## src/rtl/barrel_shifter_pkg.sv

```systemverilog
// Shared types for the pipelined barrel shifter: operation encoding and op classification helpers.
// Optional carry output is enabled by defining BSHIFT_CARRY_EN.
package barrel_shifter_pkg;

  typedef enum logic [2:0] {
    SHIFT_ROL = 3'd0,
    SHIFT_ROR = 3'd1,
    SHIFT_SLL = 3'd2,
    SHIFT_SRL = 3'd3,
    SHIFT_SRA = 3'd4
  } shift_op_e;

  // Codes above SRA pass data through untouched
  function automatic logic is_reserved(input shift_op_e op);
    return (op > SHIFT_SRA);
  endfunction

  function automatic logic is_left(input shift_op_e op);
    return (op == SHIFT_ROL) || (op == SHIFT_SLL);
  endfunction

endpackage

```

## src/rtl/barrel_shift_stage.sv

```systemverilog
// One pipeline stage: conditional shift by 2^K then register; 1 cycle; holds when adv=0.
// Carry tracking (BSHIFT_CARRY_EN) records the last bit pushed out by the highest stage that shifted.
module barrel_shift_stage
  import barrel_shifter_pkg::*;
#(
  parameter int N     = 8,
  parameter int TAG_W = 4,
  parameter int K     = 0,
  localparam int S    = $clog2(N)
) (
  input  logic             clk,
  input  logic             rst_n,
  input  logic             adv,
  input  logic             prev_vld,
  input  logic [N-1:0]     prev_dat,
  input  logic [S-1:0]     prev_amt,
  input  shift_op_e        prev_op,
  input  logic [TAG_W-1:0] prev_tag,
`ifdef BSHIFT_CARRY_EN
  input  logic             prev_carry,
  output logic             stg_carry,
`endif
  output logic             stg_vld,
  output logic [N-1:0]     stg_dat,
  output logic [S-1:0]     stg_amt,
  output shift_op_e        stg_op,
  output logic [TAG_W-1:0] stg_tag
);

  localparam int SH = 1 << K;

  logic [N-1:0] shf_dat;

  always_comb begin
    shf_dat = prev_dat;
    if (prev_amt[K] && !is_reserved(prev_op)) begin
      case (prev_op)
        SHIFT_ROL: shf_dat = {prev_dat[N-SH-1:0], prev_dat[N-1:N-SH]};
        SHIFT_ROR: shf_dat = {prev_dat[SH-1:0], prev_dat[N-1:SH]};
        SHIFT_SLL: shf_dat = {prev_dat[N-SH-1:0], {SH{1'b0}}};
        SHIFT_SRL: shf_dat = {{SH{1'b0}}, prev_dat[N-1:SH]};
        SHIFT_SRA: shf_dat = {{SH{prev_dat[N-1]}}, prev_dat[N-1:SH]};
        default:   shf_dat = prev_dat;
      endcase
    end
  end

  always_ff @(posedge clk) begin
    if (!rst_n) begin
      stg_vld <= 1'b0;
      stg_dat <= '0;
      stg_amt <= '0;
      stg_op  <= SHIFT_ROL;
      stg_tag <= '0;
    end else if (adv) begin
      stg_vld <= prev_vld;
      stg_dat <= shf_dat;
      stg_amt <= prev_amt;
      stg_op  <= prev_op;
      stg_tag <= prev_tag;
    end
  end

`ifdef BSHIFT_CARRY_EN
  logic shf_carry;

  // Later (larger) stages overwrite the carry, so the final value is the last bit out overall
  always_comb begin
    shf_carry = prev_carry;
    if (prev_amt[K] && !is_reserved(prev_op)) begin
      shf_carry = is_left(prev_op) ? prev_dat[N-SH] : prev_dat[SH-1];
    end
  end

  always_ff @(posedge clk) begin
    if (!rst_n) begin
      stg_carry <= 1'b0;
    end else if (adv) begin
      stg_carry <= shf_carry;
    end
  end
`endif

endmodule

```

## src/rtl/barrel_shifter_pipe.sv

```systemverilog
// Pipelined rotate/shift unit, S=log2(N) stages; result S cycles after accept, one per cycle.
// Backpressure: whole pipe advances only when output is empty or taken; in_ready mirrors that. Carry via BSHIFT_CARRY_EN.
module barrel_shifter_pipe
  import barrel_shifter_pkg::*;
#(
  parameter int N     = 8,
  parameter int TAG_W = 4,
  localparam int S    = $clog2(N)
) (
  input  logic             clk,
  input  logic             rst_n,
  input  logic             in_valid,
  output logic             in_ready,
  input  logic [N-1:0]     in_data,
  input  logic [S-1:0]     in_amt,
  input  shift_op_e        in_op,
  input  logic [TAG_W-1:0] in_tag,
  output logic             out_valid,
  input  logic             out_ready,
  output logic [N-1:0]     out_data,
`ifdef BSHIFT_CARRY_EN
  output logic             out_carry,
`endif
  output logic [TAG_W-1:0] out_tag
);

  logic             adv;
  logic             vld_p [0:S];
  logic [N-1:0]     dat_p [0:S];
  logic [S-1:0]     amt_p [0:S];
  shift_op_e        op_p  [0:S];
  logic [TAG_W-1:0] tag_p [0:S];
`ifdef BSHIFT_CARRY_EN
  logic             carry_p [0:S];
`endif

  // Single global enable: no per-stage bubble collapsing, so capacity is exactly S
  assign adv      = !out_valid || out_ready;
  assign in_ready = adv;

  assign vld_p[0] = in_valid;
  assign dat_p[0] = in_data;
  assign amt_p[0] = in_amt;
  assign op_p[0]  = in_op;
  assign tag_p[0] = in_tag;
`ifdef BSHIFT_CARRY_EN
  assign carry_p[0] = 1'b0;
`endif

  for (genvar k = 0; k < S; k++) begin : g_stage
    barrel_shift_stage #(
      .N     (N),
      .TAG_W (TAG_W),
      .K     (k)
    ) u_stage (
      .clk        (clk),
      .rst_n      (rst_n),
      .adv        (adv),
      .prev_vld   (vld_p[k]),
      .prev_dat   (dat_p[k]),
      .prev_amt   (amt_p[k]),
      .prev_op    (op_p[k]),
      .prev_tag   (tag_p[k]),
`ifdef BSHIFT_CARRY_EN
      .prev_carry (carry_p[k]),
      .stg_carry  (carry_p[k+1]),
`endif
      .stg_vld    (vld_p[k+1]),
      .stg_dat    (dat_p[k+1]),
      .stg_amt    (amt_p[k+1]),
      .stg_op     (op_p[k+1]),
      .stg_tag    (tag_p[k+1])
    );
  end

  assign out_valid = vld_p[S];
  assign out_data  = dat_p[S];
  assign out_tag   = tag_p[S];
`ifdef BSHIFT_CARRY_EN
  assign out_carry = carry_p[S];
`endif

  // Amount and op are fully consumed by the last stage
  logic unused_tail;
  assign unused_tail = ^{amt_p[S], op_p[S]};

endmodule

```

## config.mk

```make
export PLATFORM = sky130hd
export DESIGN_NAME = barrel_shifter_pipe
export DESIGN_NICKNAME = d
export VERILOG_FILES = /design/src/rtl/barrel_shifter_pkg.sv /design/src/rtl/barrel_shift_stage.sv /design/src/rtl/barrel_shifter_pipe.sv
export SDC_FILE = /design/constraint.sdc
export NUM_CORES = 1
export LEC_CHECK = 0
export ABC_CLOCK_PERIOD_IN_PS = 1550
export BUFFER_PORTS_ARGS = -buffer_cell sky130_fd_sc_hd__clkbuf_2
export CAP_MARGIN = 25
export CORE_ASPECT_RATIO = 1.1
export CORE_UTILIZATION = 40
export CTS_CLUSTER_DIAMETER = 40
export DETAILED_ROUTE_END_ITERATION = 7
export GPL_TIMING_DRIVEN = 0
export SYNTH_ARGS = -nofsm -noshare
export SYNTH_HDL_FRONTEND = slang
export SYNTH_SLANG_ARGS = --single-unit
export TNS_END_PERCENT = 20
```

## constraint.sdc

```tcl
create_clock -name clk -period 1.55 [get_ports clk]
set_clock_uncertainty 0.15 [all_clocks]
set_input_delay 0.465 -clock clk [delete_from_list [all_inputs] [get_ports clk]]
set_output_delay 0.465 -clock clk [all_outputs]
set_load 0.01 [all_outputs]
```

# Word level (Yosys, flattened, before mapping)
# Index checks and enable logic that the tools add are counted.
# classes
magnitude_cmp,3
eq_ne,12
mux,6
n_reduce_logical,12
# ops
cell,n
$pmux W8 S5,2
$pmux W8 S4,1
$mux W8,3
$eq A3 B2 Y1 const B,6
$eq A3 B1 Y1 const B,3
$eq A3 B3 Y1 const B,3
$gt A3 B3 Y1 const B,3
$logic_not A3 Y1,3
$logic_not A1 Y1,4
$logic_and A1 B1 Y1,3
$reduce_or A2 Y1,1
$logic_or A1 B1 Y1,1
# word_totals
ff_bits,51
in_bits,22
output_inout_bits,14
word_cells,46

# Logic depth before layout (Yosys ltp)
# Gate-level depths: netlist of run 1.
# depth
ltp_word,4
mapped_depth,6
depth_no_buf,5

# Modules after synthesis
# From an unflattened synthesis of run 1, not the netlist that was laid out.
# unflattened
cells_unflattened,297
area_unflattened_um2,2767.7
# modules_own_cells
mod,instances,cells_per_inst,area_each_um2,seq_area_each_um2
barrel_shift_stage at g_stage[1].u_stage,1,103,950.9,380.4
barrel_shift_stage at g_stage[0].u_stage,1,105,943.4,380.4
barrel_shift_stage at g_stage[2].u_stage,1,88,867.1,380.4
barrel_shifter_pipe,1,1,6.3,0.0

# Least setup slack after synthesis of run 1
# Ideal clock, no wire load.
# synth_path
path_kind,in2out
start,input port out_ready
end,output port in_ready
t_arrival_ns,0.983
required_ns,0.935
path_slack_ns,-0.048
cell_stages,4
path_buffers,2
cell_sequence,nor2b_1 -> buf_2 -> clkinv_2 -> buf_2
# synth_via
elab_chain_cells,1
# synth_lines
element,line,text
from (decl),barrel_shifter_pipe.sv:19,"input logic out_ready,"
$logic_or A1 B1 Y1,barrel_shifter_pipe.sv:38,assign adv = !out_valid || out_ready;
to (decl),barrel_shifter_pipe.sv:13,"output logic in_ready,"
# Every way passes these cells.

# Worst setup path after layout of run 1
# layout_path
start,register g_stage[2].u_stage.stg_vld
end,output port in_ready
# layout_via
elab_chain_cells,2
# layout_lines
element,line,text
from (decl),barrel_shift_stage.sv:23,"output logic stg_vld,"
from (signal assigned),barrel_shift_stage.sv:56,stg_vld <= prev_vld;
$logic_not A1 Y1,barrel_shifter_pipe.sv:38,
$logic_or A1 B1 Y1,barrel_shifter_pipe.sv:38,
# Every way passes these cells.

==> key figures, run 1 <==
Outcome
  – Status: finished with violations
  – Failing checks: setup timing

Synthesis
  – Yosys reg bits: 48
  – Net Count, Synth: 330
  – EDFF count, synth: 0
  – Seq/Total Area, Yosys: 0.400
  – Syn Std Cell Area: ~2400 um^2
  – Cells after Synth: 308
  – Top FF cell, synth: dfxtp_1
  – Asr flop ratio synth: 0
  – Synth unique cells: 45
  – Synthesized area per cell: 7.80 um^2
  – Ys Warns: 0

Global route
  – Number of global-route vias before repair: 2116
  – Largest net degree at the start of global routing: 16
  – Initial antenna violation count: 0
  – Overall routing resource usage: 0.209
  – First-pass GRT wire length: between 10000 and 15000 um
  – Total grt overflow: 0

Timing
  – Max Freq: around 560 MHz
  – Clock period minus worst slack: around 1.8 ns
  – Final setup vio count: 1
  – Final worst slack: -0.223 ns
  – Fin. max-slew vios: 0
  – Slew HR: 0.691
  – Slew @ Worst Pin: approximately 0.46 ns
  – RSZ-0062 raised after global routing: true
  – Final hold violations: 0
  – Min Hold Slack: between 0.2 and 0.25 ns
  – Ratio of final minimum period to clock period: 1.14

Clock network
  – CTS tree: yes
  – Worst-Skew Late Latency: 0.31 ns
  – Clock sinks: 48
  – Hold_buf cts: 0
  – Root buffer cell: clkbuf_8
  – Clock buffer count from CTS: 5
  – CTS H-tree depth: 2
  – Clock buffer depth: 2
  – Clock slew at reported path FFs: 0.09 ns

Floorplanning
  – Core area: approximately 5800 um^2
  – Boundary Pins: 36
  – Initial Util: 0.416
  – Height of the die: 83.3 um
  – Die ar.: roughly 6300 um^2
  – Die Width: roughly 76 um
  – Rows: 29

Detailed routing
  – DR vias: 2300
  – DRT iter0 DRCs: slightly below 90
  – ANT nets after route: 0
  – Vias per inst: 5.34
  – Drt pass-1 iters: 4
  – DRC Markers: 0
  – Routed len/inst: around 14 um
  – Post-Route WL: approximately 6100 um

Pwr
  – Cell Pwr Density: 892 nW/um^2
  – Leak: 0.00117 uW
  – Pwr Total: roughly 2600 uW
  – VDD IR max: 479 uV

Final layout
  – Area growth syn-to-layout: 22.3%
  – Non-filler cells, final: 431
  – Post-route cell area: 2940 um^2
  – Most frequent cells in the layout: nand2_1, dfxtp_1, clkbuf_2
  – Layout cell share with drive strength beyond 1: 0.274
  – Inserted Diodes: 0
  – Post-layout net count: 375
  – Commonest non-fill, non-tap cell in the layout: nand2_1

Setup path
  – Worst Setup Path Type: register to output pin
  – R2r setup slk: roughly 0.020 ns
  – Arr. time, crit path: about 1.2 ns
  – CP max FO: 2
  – Setup crit start: g_stage[2].u_stage.stg_vld$_SDFFE_PN0P_
  – Worst EP required: 0.93 ns
  – Startpoint types: register
  – Kind of end point of the critical path: output pin
  – Worst r2r src: g_stage[2].u_stage.stg_vld$_SDFFE_PN0P_

Placement
  – Port buffer count: 34
  – RD Place Congestion: about 0.78
  – Final HPWL DP: 4360 um
  – Inst Count DP: 419
  – Placed instance area: around 2700 um^2

Min path
  – Hold path start: in_tag[3]
  – Worst hold-check path type: primary input to register

Job
  – Max Cap Viol: 0
==> worst paths after layout <==
kind,to,cells past startpoint
worst max-delay path,in_ready,5
worst min-delay path,g_stage[0].u_stage.stg_tag[3]$_SDFFE_PN0P_,3
worst max register to register,g_stage[0].u_stage.stg_dat[0]$_SDFFE_PN0P_,6
worst min register to register,g_stage[1].u_stage.stg_tag[0]$_SDFFE_PN0P_,2
==> per-stage QoR <==
| step | utilization | TNS, ns | setup WS, ns |
|---|---|---|---|
| 6_report | 0.509 | -0.223 | -0.223 |
| 5_1_grt | 0.509 | -0.342 | -0.258 |
| 4_1_cts | 0.491 | -0.233 | -0.233 |
| 3_5_place_dp | 0.464 | -8.99 | -0.319 |
| 3_3_place_gp | 0.464 | -9.31 | -0.324 |
| 2_1_floorplan | - | -0.0243 | -0.0243 |
==> where the power goes <==
| group | total (uW) | switching, uW | internal, uW |
|---|---|---|---|
| registers | 1390 | 73.8 | 1320 |
| clock network | 786 | 425 | 361 |
| logic | 443 | 232 | 211 |
==> synth_stat cells, types with 2 or more instances <==
cell	count	area, um^2
nand2_1	61	229
dfxtp_1	48	961
a21oi_1	35	175
o21ai_0	24	120
nor2_1	23	86.3
buf_2	12	60.1
buf_4	10	75.1
nand3_1	6	30.0
o22ai_1	6	37.5
clkbuf_1	5	18.8
mux2_2	5	56.3
nor2b_1	5	31.3
a211oi_1	4	30.0
a221oi_1	4	35.0
inv_1	4	15.0
nand2b_1	4	25.0
o21ai_1	4	20.0
o221ai_1	4	35.0
o311a_1	4	40.0
o31ai_1	4	30.0
a32o_1	3	30.0
nor3b_1	3	22.5
and2_1	2	12.5
buf_1	2	7.51
mux2i_1	2	20.0
nand4b_1	2	17.5
nor2_2	2	12.5
o211ai_1	2	15.0
o32ai_1	2	17.5
==> flip-flops by register name, indices dropped and copies added, names as in the netlist <==
name / count
g_stage.u_stage.stg_amt: 3
g_stage.u_stage.stg_dat: 24
g_stage.u_stage.stg_op: 6
g_stage.u_stage.stg_tag: 12
g_stage.u_stage.stg_vld: 3
==> critical path: stages, from the launching register on <==
cell and delay [ns]:
dfxtp_2 0.33, nor2b_4 0.13, buf_6 0.12, clkinv_8 0.04, buf_8 0.11, buf_6 0.11
==> what timing repair did <==
action | CTS | global route
resized for setup | 12 | 26
buffers inserted | 3 | 1
pin swaps | 0 | 2
setup endpoints to repair | 1 | 37
hold endpoints to repair | 0 | 0
cloned | 0 | 1
==> routing by layer <==
layer / wire, um / vias up / global-route usage
met5: 0 / - / 0
met4: 67 / 0 / 0.0589
met3: 271 / 5 / 0.0400
met2: 2980 / 58 / 0.323
met1: 2830 / 1060 / 0.294
li1: - / 1177 / -
==> cell type report <==
type                            instances  area (um^2)
Sequential cell                        48          965
Inverter                                5         31.3
Clock inverter                          2         15.0
Clock buffer                            6         82.6
Tap cell                               77         96.3
Multi-Input combinational cell        225         1310
Fill cell                             575         2830
Buffer                                 30          215
Timing Repair Buffer                   38          224
==> logic make-up (layout without fill, tap and decap cells) <==
logic type / count (synthesis) / after routing / synth area share
AO/OA/AOI/OAI: 102 / 102 / 0.267
buffers and inverters: 35 / 81 / 0.0802
multiplexers: 7 / 7 / 0.0318
flip-flops: 48 / 48 / 0.400
AND/OR/NAND/NOR: 116 / 116 / 0.220
No activity file was read; power rests on OpenSTA's default activity.
==> inputs of run 2 (changes only) <==
ABC_AREA = 1   (was not set)
SKIP_LAST_GASP = 1   (was not set)
==> key figures, run 2 <==
Detailed routing
  – ANT nets after route: 0
  – Drt pass-1 iters: 4
  – Vias per inst: ~4.9
  – DR vias: roughly 2100
  – Post-Route WL: 5200 um
  – Routed len/inst: 11.8 um
  – DRT iter0 DRCs: 97
  – DRC Markers: 0

Pwr
  – Cell Pwr Density: around 960 nW/um^2
  – Leak: 0.00120 uW
  – VDD IR max: a little under 600 uV

Synthesis
  – Seq/Total Area, Yosys: 0.425
  – Top cell type's share of synthesized area: 0.425
  – Synth unique cells: 23
  – Yosys reg bits: 48
  – Synthesized area per cell: 7.05 um^2
  – Asr flop ratio synth: 0
  – Largest area contributor in the netlist: dfxtp_1
  – Ys Warns: 0
  – Syn Std Cell Area: 2260 um^2
  – Net Count, Synth: about 340
  – Synth cell count leaders: nand2_1, o21ai_0, dfxtp_1
  – Top FF cell, synth: dfxtp_1
  – EDFF count, synth: 0
  – Leading cell type by number of instances after synthesis: nand2_1
  – Cells after Synth: 321
  – Synth area leaders: dfxtp_1, o21ai_0, nand2_1, nor2_1, a21oi_1

Timing
  – Fin. max-slew vios: 0
  – Slew HR: 0.708
  – RSZ-0062 raised after global routing: true
  – Final hold violations: 0
  – Final worst slack: -0.122 ns
  – Slew @ Worst Pin: between 0.4 and 0.5 ns
  – Clock period minus worst slack: about 1.7 ns
  – Ratio of final minimum period to clock period: 1.08
  – Final setup vio count: 1
  – Max Freq: around 600 MHz

Global route
  – Total grt overflow: 0
  – Number of global-route vias before repair: 1867
  – Largest net degree at the start of global routing: 19
  – First-pass GRT wire length: 8670 um
  – Initial antenna violation count: 0
  – Overall routing resource usage: 0.191

Setup path
  – Worst Setup Path Type: register to output pin
  – Arr. time, crit path: between 1 and 1.5 ns
  – Setup crit start: g_stage[2].u_stage.stg_vld$_SDFFE_PN0P_
  – Worst EP required: a little over 0.9 ns
  – CP max FO: 2
  – Startpoint types: register
  – Kind of end point of the critical path: output pin
  – Worst r2r src: g_stage[0].u_stage.stg_op[0]$_SDFFE_PN0P_

Final layout
  – Largest registers: g_stage.u_stage.stg_dat: 24 flops, g_stage.u_stage.stg_tag: 12 flops, g_stage.u_stage.stg_op: 6 flops
  – Commonest non-fill, non-tap cell in the layout: nand2_1
  – Area growth syn-to-layout: 17.6%
  – Inserted Diodes: 0
  – Post-route cell area: 2660 um^2
  – Most flops, register: g_stage.u_stage.stg_dat
  – Max reg flops: 24
  – Post-layout net count: slightly below 400
  – Final Util: 0.490
  – Layout cell share with drive strength beyond 1: 0.234
  – Most frequent cells in the layout: nand2_1, o21ai_0, dfxtp_1

Clock network
  – Clock buffer count from CTS: 5
  – Worst-Skew Late Latency: about 0.30 ns
  – CTS H-tree depth: 2
  – Clock slew at reported path FFs: 0.09 ns
  – Clock sinks: between 40 and 50
  – Hold_buf cts: 0
  – Root buffer cell: clkbuf_8
  – CTS tree: yes
  – Clock buffer depth: 2

Floorplanning
  – Rows: 28
  – Boundary Pins: 36
  – Height of the die: 80.9 um
  – Die Width: between 70 and 80 um
  – Die ar.: ~6000 um^2
  – Initial Util: 0.417
  – Core area: 5430 um^2

Job
  – Max Cap Viol: 0

Outcome
  – Status: finished with violations
  – Failing checks: setup timing

Min path
  – Worst hold-check path type: primary input to register
  – Hold path start: in_tag[0]

Placement
  – Port buffer count: 34
  – RD Place Congestion: 0.845
  – Final HPWL DP: 3810 um
  – Placed instance area: 2530 um^2
[run 2: worst paths after layout]
path / to / slack (ns) / depth (start not counted)
max: in_ready / -0.12 / 5
min: g_stage[0].u_stage.stg_tag[0]$_SDFFE_PN0P_ / 0.26 / 3
max reg2reg: g_stage[1].u_stage.stg_dat[0]$_SDFFE_PN0P_ / 0.07 / 7
min reg2reg: g_stage[1].u_stage.stg_tag[1]$_SDFFE_PN0P_ / 0.33 / 2
[run 2: layer usage]
layer  global-route usage  share of wire  vias up
met5                    0              0        -
met4               0.0673          0.025        0
met3               0.0372          0.034       12
met2                0.308           0.45       50
met1                0.253           0.49      937
li1                     -              -     1144
[run 2: layout make-up]
| class | instances | area, um^2 |
|---|---|---|
| clock inverters | 2 | 12.5 |
| repair buffers | 38 | 206 |
| well taps | 75 | 93.8 |
| plain buffers | 23 | 155 |
| inverters | 16 | 60.1 |
| clock buffers | 5 | 68.8 |
| fillers | 579 | 2770 |
| multi-input cells | 232 | 1100 |
| flip-flops and latches | 48 | 962 |
[run 2: logic make-up after synthesis]
logic type	share of synthesized area
AO/OA/AOI/OAI	0.199
buffers and inverters	0.0918
flip-flops	0.425
AND/OR/NAND/NOR	0.284
[run 2: per-stage QoR]
| stage | setup slack [ns] | setup TNS (ns) | hold slack [ns] | total power, uW | instances |
|---|---|---|---|---|---|
| 2_1_floorplan | 0.00480 | 0 | 0.291 | 1720 | 321 |
| 3_3_place_gp | -0.315 | -1.97 | 0.301 | 1850 | 430 |
| 3_5_place_dp | -0.319 | -2.07 | 0.315 | 1860 | 430 |
| 4_1_cts | -0.168 | -0.168 | 0.253 | 2570 | 438 |
| 5_1_grt | -0.165 | -0.273 | 0.279 | 2700 | 439 |
| 6_report | -0.122 | -0.122 | 0.261 | 2540 | 439 |
[run 2: critical path, stage by stage, from the launching register on]
cell     delay (ns)
dfxtp_2        0.34
inv_2          0.04
nor2_4         0.09
inv_2          0.06
buf_12         0.12
buf_6          0.11
[run 2: report_power, final]
part / internal (uW) / total (uW) / leakage, uW / switching, uW
Combinational: 194 / 441 / 0.000767 / 247
Sequential: 1330 / 1400 / 0.000397 / 66.9
Clock: 306 / 706 / 0.0000400 / 400
Total: 1830 / 2540 / 0.00120 / 714
[run 2: what timing repair did]
action | in CTS | in global routing
hold endpoints to repair | 0 | 0
pin swaps | 1 | 1
setup buffers | 2 | 2
setup endpoints to repair | 1 | 31
resized for setup | 8 | 6
